`src/rtl/stream_mux_pkg.sv`:
```
// Shared definitions for the stream multiplexer: selection-mode encoding
// and the select/grant width helper.
package stream_mux_pkg;

  typedef enum logic {
    MODE_FIXED = 1'b0,
    MODE_RR    = 1'b1
  } mode_e;

  // Width of a channel index; never narrower than one bit.
  function automatic int sel_width(input int n_ch);
    return (n_ch > 1) ? $clog2(n_ch) : 1;
  endfunction

endpackage

```
`src/rtl/stream_mux_rr_arbiter.sv`:
```
// Combinational rotate-priority search: finds the first requesting channel
// starting just after ptr_i and wrapping around. Holds no state.
module rr_arbiter
  import stream_mux_pkg::*;
#(
  parameter int N_CH  = 4,
  parameter int SEL_W = sel_width(N_CH)
) (
  input  logic [N_CH-1:0]  req_i,
  input  logic [SEL_W-1:0] ptr_i,
  output logic [SEL_W-1:0] gnt_o,
  output logic             any_o
);

  // Walk ptr+1, ptr+2, ... mod N_CH and latch the first request seen.
  always_comb begin
    logic [SEL_W-1:0] idx;
    gnt_o = '0;
    any_o = 1'b0;
    idx   = '0;
    for (int off = 1; off <= N_CH; off++) begin
      idx = SEL_W'((int'(ptr_i) + off) % N_CH);
      if (!any_o && req_i[idx]) begin
        any_o = 1'b1;
        gnt_o = idx;
      end
    end
  end

endmodule

```
`src/rtl/stream_mux_rr.sv`:
```
// N-channel stream multiplexer with a registered output stage. Selects one
// producer per cycle either from an external index (fixed mode) or by
// round-robin arbitration, and forwards its data into a single output slot.
//
// Handshake: a beat moves on a channel in the cycle where both its valid and
// ready are high. Producers must hold valid/data stable until accepted; the
// consumer takes the output beat when out_valid_o && out_ready_i. Ready never
// depends combinationally on any data bus.
module stream_mux_rr
  import stream_mux_pkg::*;
#(
  parameter int N_CH  = 4,
  parameter int W     = 8,
  parameter int SEL_W = sel_width(N_CH)
) (
  input  logic              clk_i,
  input  logic              rst_i,
  input  logic [N_CH*W-1:0] in_data_i,
  input  logic [N_CH-1:0]   in_valid_i,
  output logic [N_CH-1:0]   in_ready_o,
  input  logic              mode_i,
  input  logic [SEL_W-1:0]  sel_i,
  output logic [W-1:0]      out_data_o,
  output logic              out_valid_o,
  input  logic              out_ready_i,
  output logic [SEL_W-1:0]  grant_o
);

  logic [W-1:0]     out_data_q, out_data_d;
  logic             out_valid_q, out_valid_d;
  logic [SEL_W-1:0] grant_q, grant_d;
  logic [SEL_W-1:0] ptr_q, ptr_d;

  logic [SEL_W-1:0] rr_gnt;
  logic             rr_any;
  logic             load_en;
  logic             sel_ok;
  logic [SEL_W-1:0] cand_idx;
  logic             cand_ok;
  logic             xfer;

  rr_arbiter #(
    .N_CH (N_CH),
    .SEL_W(SEL_W)
  ) u_arb (
    .req_i(in_valid_i),
    .ptr_i(ptr_q),
    .gnt_o(rr_gnt),
    .any_o(rr_any)
  );

  // Pick the candidate channel and drive the one-hot (or zero) ready vector.
  always_comb begin
    load_en    = !out_valid_q || out_ready_i;
    sel_ok     = int'(sel_i) < N_CH;
    cand_idx   = '0;
    cand_ok    = 1'b0;
    in_ready_o = '0;
    if (mode_e'(mode_i) == MODE_RR) begin
      cand_idx = rr_gnt;
      cand_ok  = rr_any;
    end else begin
      cand_idx = sel_i;
      cand_ok  = sel_ok;
    end
    for (int c = 0; c < N_CH; c++) begin
      in_ready_o[c] = load_en && cand_ok && (int'(cand_idx) == c);
    end
  end

  // Next-state for the output slot and the round-robin pointer.
  always_comb begin
    xfer        = cand_ok && load_en && in_valid_i[cand_idx];
    out_data_d  = out_data_q;
    out_valid_d = out_valid_q;
    grant_d     = grant_q;
    ptr_d       = ptr_q;
    if (xfer) begin
      out_data_d  = in_data_i[int'(cand_idx)*W +: W];
      out_valid_d = 1'b1;
      grant_d     = cand_idx;
      ptr_d       = cand_idx;
    end else if (out_ready_i) begin
      out_valid_d = 1'b0;
    end
  end

  // State registers; pointer resets to the last channel so channel 0 wins first.
  always_ff @(posedge clk_i or posedge rst_i) begin
    if (rst_i) begin
      out_data_q  <= '0;
      out_valid_q <= 1'b0;
      grant_q     <= '0;
      ptr_q       <= SEL_W'(N_CH - 1);
    end else begin
      out_data_q  <= out_data_d;
      out_valid_q <= out_valid_d;
      grant_q     <= grant_d;
      ptr_q       <= ptr_d;
    end
  end

  assign out_data_o  = out_data_q;
  assign out_valid_o = out_valid_q;
  assign grant_o     = grant_q;

endmodule

```
`config.mk`:
```
export PLATFORM = sky130hd
export DESIGN_NAME = stream_mux_rr
export DESIGN_NICKNAME = d
export VERILOG_FILES = /design/src/rtl/stream_mux_pkg.sv /design/src/rtl/stream_mux_rr_arbiter.sv /design/src/rtl/stream_mux_rr.sv
export SDC_FILE = /design/constraint.sdc
export NUM_CORES = 1
export LEC_CHECK = 0
export BUFFER_PORTS_ARGS = -buffer_cell sky130_fd_sc_hd__buf_2
export CAP_MARGIN = 10
export CORE_UTILIZATION = 40
export CTS_CLUSTER_SIZE = 20
export DETAILED_ROUTE_END_ITERATION = 12
export PLACE_DENSITY = 0.73
export SYNTH_ARGS = -nofsm -noshare
export SYNTH_HDL_FRONTEND = slang
export SYNTH_SLANG_ARGS = --single-unit
```
`constraint.sdc`:
```
create_clock -name clk_i -period 5.63 [get_ports clk_i]
set_input_delay 0.563 -clock clk_i [delete_from_list [all_inputs] [get_ports clk_i]]
set_output_delay 0.563 -clock clk_i [all_outputs]
set_load 0.01 [all_outputs]
```
==> metrics, run 1 <==
final sum of negative setup slack=0 ns; critical path type=reg -> out; Synth Net Count=163; final weighted congestion in routability-driven placement=0.770; number of different library cells in the post-synthesis netlist=30; count of yosys warnings during synthesis=0; die boundary height=52.4 um; path category of the worst min-delay check=in -> async; number of buffers added to fix hold violations after cts=0; Power per Cell Area=384 mW/mm2; placed cell count=200; primary flip-flop cell chosen by synthesis mapping=dfrtp_1; grt ovf=0; number of flops mapped to enable cells by yosys=0; largest cells by area after synthesis=dfrtp_1 27%, nor3_1 8.9%, o221a_1 8.9%, nor3b_1 5.9%, dfstp_2 5.2%; signal arrival time at the worst endpoint=2.22 ns; leading cell type in the layout, fill and taps excluded=buf_2; Max Cap Violations=0; vias in the first global route=1,038; port bufs=56; Peak supply drop=0.243 mV; final clock period utilization by the worst path=0.494; crit path launch type=register; TritonCTS clock tree=built; post-synthesis instance total=121; post-synthesis cell type with the largest combined area=dfrtp_1; capture point of the critical path=in_ready_o[3]; starting utilization of the core area=0.443; total number of placement rows=17; root buffer selected by CTS=clkbuf_4; Post-DP HPWL=2070 um; proportion of netlist area held by the largest area contributor=0.271; vias per cell=5.51; synthesized area per cell=8.41 um2; post-DR wirelength/cell=13.5 um; top-level port count=57; buffer count from post-CTS setup fixing=0; # resized after CTS=0; number of DRC markers after the initial detailed-route iteration=16; number of routed nets with antenna violations=0; most frequent cells in the layout=56 x buf_2, 18 x nor3_1, 13 x nor2_1; count of final setup violators=0; buffer depth of the longest clock path=2; peak clock frequency supported by timing=360 MHz; antenna violations before repair=0; first-pass GRT wire length=4530 um; number of buffers created by CTS=3; share of final-layout standard cells stronger than drive strength 1=0.392; GRT Util Overall=0.219; Max-slew headroom=0.508; crit path max-delay cell type=a32o_2; final-stage net count=219; actual slew at the worst max-slew pin=0.738 ns; Worst Setup End Kind=primary output; crit-path cells=nand2_1 -> a31oi_1 -> a32o_2 -> nand2_1 -> nor2_1 -> buf_2; final WL=2750 um; hold violation total from the final report=0; time the worst path needs with I/O delays and setup=2.78 ns; setup repair after global routing missed its margin=false; setup slack, reg-to-reg=3.08 ns; startpoint of the worst register-to-register path=ptr_q[1]$_DFFE_PP1P_; sequential fraction of the synthesis area=0.322; area growth from synthesis to layout=30.8%; Sink Count=13; source-to-sink clock delay at the later pin of the worst-skew pair=0.27 ns; largest net degree at the start of global routing=40; worst stage delay on the critical path=0.70 ns; ANT cells=0; Chip Width=52.4 um; drc violations=0; static leakage power=0.608 nW; count of state elements after synthesis=13; CTS H-Tree Depth=1; share of synthesized flip-flops with an asynchronous set or reset=1.00; highest fanout seen on the critical path=39; detailed-router iteration count before antenna repair=4; Vias=1,125; clock-pin slew on the worst setup and hold paths=0.08 ns; cell area after technology mapping=0.00102 mm2; Register-to-Register Path Depth=6; die area=0.00275 mm2; outcome=finished, final reports clean; capturing point of the worst reg2reg path=out_data_o[3]$_DFFE_PP0P_; cell with the most instances on the worst path=nand2_1; Worst Clk Skew=0.00383 ns; standard cell core area=0.00230 mm2; Max Slew Vio Count=0; crit path from=ptr_q[1]$_DFFE_PP1P_; minimum hold slack=0.303 ns; worst endpoint required time=5.07 ns; final instance count without filler cells=204
-- worst min-delay path by stage --
stage                                 from                        end  slack, ns  depth (start not counted)
finish                               rst_i  out_data_o[5]$_DFFE_PP0P_       0.30                          2
global route                         rst_i  out_data_o[1]$_DFFE_PP0P_       0.36                          2
CTS                                  rst_i  out_data_o[1]$_DFFE_PP0P_       0.32                          2
detailed placement  grant_o[0]$_DFFE_PP0P_     grant_o[0]$_DFFE_PP0P_       0.48                          1
global placement    grant_o[0]$_DFFE_PP0P_     grant_o[0]$_DFFE_PP0P_       0.46                          1
floorplan                            rst_i     grant_o[0]$_DFFE_PP0P_       0.44                          1
-- logic make-up (layout without fill, tap and decap cells) --
logic type,Yosys count,count (layout),synth area share
AND/OR/NAND/NOR,53,53,0.262
AO/OA/AOI/OAI,39,39,0.289
flip-flops,13,13,0.322
buffers and inverters,11,66,0.0541
multiplexers,5,5,0.0726
-- where the power goes --
group / leakage, nW / switching (mW) / internal, mW
Sequential: 0.143 / 0.0331 / 0.145
Clock: 0.0150 / 0.0294 / 0.0274
Combinational: 0.450 / 0.146 / 0.130
-- Yosys cell counts, types with 2 or more instances --
| cell | number |
|---|---|
| nor3_1 | 18 |
| nor2_1 | 13 |
| dfrtp_1 | 11 |
| o21ai_0 | 10 |
| a21oi_1 | 9 |
| nand2_1 | 9 |
| nor3b_1 | 8 |
| o221a_1 | 8 |
| inv_1 | 5 |
| buf_4 | 3 |
| a21o_1 | 2 |
| a31oi_1 | 2 |
| buf_2 | 2 |
| dfstp_2 | 2 |
| mux2_4 | 2 |
| nand2b_1 | 2 |
| o21a_1 | 2 |
-- sequential cells by signal, summed over array words and instances, names as in the netlist --
signal / count
out_valid_o: 1
ptr_q: 2
grant_o: 2
out_data_o: 8
-- layout make-up --
class | instances | area [um2]
multi-input combinational | 97 | 634
fill | 208 | 967
timing repair buffer | 57 | 288
inverter | 5 | 18.8
clock buffer | 4 | 26.3
sequential | 13 | 328
tap | 28 | 35.0
-- through the flow --
step                instance area [um2]   util  total power [mW]  worst slack (ns)
floorplan                          1020      -             0.367              3.37
global placement                   1300  0.568             0.450              3.07
detailed placement                 1300  0.568             0.457              2.99
CTS                                1330  0.579             0.514              2.88
global route                       1330  0.579             0.552              2.71
finish                             1330  0.579             0.510              2.85
-- worst max-delay path, delay by kind of cell (launching register included) --
family	cells	cell delay, ns
and+or+nand+nor	3	0.33
buffers and inverters	1	0.13
AOI/OAI and AO/OA	2	0.89
DFF	1	0.59
-- routing by layer --
layer  vias up  track usage  wire (um)
met3         2       0.0290        182
met4         0       0.0877         22
met1       517        0.290       1230
met5         -            0          0
li1        566            -          -
met2        40        0.354       1320
Note: power is estimated with default switching activity, not from simulation.
==> run 2, diff against run 1 <==
Settings changed: ABC_AREA set to 1, PLACE_DENSITY 0.73 to 0.7.
Clock period 5.63 ns to 2.92 ns, I/O delays scaled along.
==> metrics, run 2 <==
largest net degree at the start of global routing=22; Sink Count=13; total number of placement rows=20; die area=0.00339 mm2; starting utilization of the core area=0.418; critical path type=reg -> out; vias in the first global route=1,255; number of buffers added to fix hold violations after cts=0; final sum of negative setup slack=0 ns; share of synthesized flip-flops with an asynchronous set or reset=1.00; proportion of netlist area held by the largest area contributor=0.338; most instantiated cells after synthesis=114 x nand2_1, 35 x nand3_1, 13 x nand2_2, 11 x dfrtp_1, 10 x inv_1; setup repair after global routing missed its margin=false; post-synthesis instance total=215; time the worst path needs with I/O delays and setup=2.68 ns; number of DRC markers after the initial detailed-route iteration=57; cell area after technology mapping=0.00126 mm2; vias per cell=4.64; Worst Setup End Kind=primary output; grt ovf=0; area of all placed cells without fillers=0.00158 mm2; final weighted congestion in routability-driven placement=0.770; primary flip-flop cell chosen by synthesis mapping=dfrtp_1; Worst Clk Skew=0.00120 ns; final-stage net count=312; Total Power Consumption=1.66 mW; actual slew at the worst max-slew pin=0.674 ns; detailed-router iteration count before antenna repair=8; post-DR wirelength/cell=9.96 um; Vias=1,453; placed cell count=308; area growth from synthesis to layout=24.8%; top-level port count=57; clock-pin slew on the worst setup and hold paths=0.08 ns; drc violations=1; Max Slew Vio Count=0; antenna violations before repair=0; Chip Width=58.2 um; synthesized area per cell=5.88 um2; die boundary height=58.2 um; worst endpoint required time=2.63 ns; Max Cap Violations=0; outcome=finished with violations; first-pass GRT wire length=5210 um; buffer count from post-CTS setup fixing=0; final instance count without filler cells=313; # resized after CTS=0; Placed Area=0.00153 mm2; failing checks=design-rule violations; post-route setup slack=0.237 ns; CTS H-Tree Depth=1; number of buffers created by CTS=3; count of yosys warnings during synthesis=0; largest cells by area after synthesis=nand2_1 34%, dfrtp_1 22%, nand3_1 14%, nand2_2 6.4%, dfstp_2 4.2%; peak clock frequency supported by timing=373 MHz; leading cell type in the layout, fill and taps excluded=nand2_1; crit path launch type=register; path category of the worst min-delay check=in -> async; Synth Net Count=257; number of flops mapped to enable cells by yosys=0; source-to-sink clock delay at the later pin of the worst-skew pair=0.27 ns; final WL=3120 um; Post-DP HPWL=2440 um; highest fanout seen on the critical path=20; root buffer selected by CTS=clkbuf_4; static leakage power=0.983 nW; cell with the most instances after synthesis=nand2_1; most frequent cells in the layout=114 x nand2_1, 56 x buf_2, 35 x nand3_1; worst slack, placed=0.316 ns; GRT Util Overall=0.195; port bufs=56; final clock period utilization by the worst path=0.919; post-synthesis cell type with the largest combined area=nand2_1; Power per Cell Area=1050 mW/mm2; standard cell core area=0.00303 mm2; buffer depth of the longest clock path=2; number of routed nets with antenna violations=0; signal arrival time at the worst endpoint=2.39 ns; Max-slew headroom=0.546; TritonCTS clock tree=built; sequential fraction of the synthesis area=0.259; ANT cells=0; hold violation total from the final report=0; count of state elements after synthesis=13; count of final setup violators=0; Peak supply drop=0.416 mV; number of different library cells in the post-synthesis netlist=22; number of flip-flops under the largest register name=8; share of final-layout standard cells stronger than drive strength 1=0.331
## run 2: cell type report
class                   instances  area, um2
clock buffers                   4       26.3
fillers                       332       1450
inverters                      13       51.3
multi-input cells             179        808
flip-flops and latches         13        328
well taps                      44       55.1
repair buffers                 60        310
## run 2: logic make-up after synthesis
family / synth area share
and+or+nand+nor: 0.600
buffers and inverters: 0.118
DFF: 0.259
AOI/OAI and AO/OA: 0.0228
## run 2: metal layers
layer  GRT usage  vias up  share of wire
met3      0.0246        0          0.049
met4      0.0408        0              0
met5           0        -              0
met2       0.335       45           0.49
li1            -      781              -
met1       0.261      627           0.46
## run 2: worst max-delay path, stage by stage, from the launching register on
cell     delay (ns)
dfstp_2        0.63
inv_4          0.09
nand2_1        0.06
nand2_1        0.07
nand2_1        0.10
nand2_2        0.09
inv_2          0.07
nand2_2        0.07
a21oi_2        0.16
nand2_4        0.18
nand2_8        0.16
inv_1          0.08
nor3_1         0.18
buf_2          0.16
## run 2: stage by stage
stage / hold slack [ns] / util
floorplan: 0.168 / -
global placement: 0.334 / 0.506
detailed placement: 0.334 / 0.506
CTS: 0.0329 / 0.515
global route: 0.0612 / 0.521
finish: 0.0182 / 0.521
## run 2: worst paths after layout
kind / from / end / slack [ns] / cells past startpoint
worst min-delay path: rst_i / out_data_o[3]$_DFFE_PP0P_ / 0.02 / 2
max in group asynchronous: rst_i / ptr_q[0]$_DFFE_PP1P_ / 2.56 / 2
worst max-delay path: ptr_q[0]$_DFFE_PP1P_ / in_ready_o[2] / 0.24 / 13
min in group clk_i: out_ready_i / out_valid_o$_DFFE_PP0P_ / 0.22 / 2
worst max register to register: ptr_q[0]$_DFFE_PP1P_ / out_valid_o$_DFFE_PP0P_ / 0.38 / 17
worst min register to register: grant_o[0]$_DFFE_PP0P_ / grant_o[0]$_DFFE_PP0P_ / 0.47 / 2
## run 2: power by group
part	internal (mW)	switching [mW]
Sequential	0.279	0.0651
Clock	0.0529	0.0560
Combinational	0.428	0.781
Total	0.759	0.902
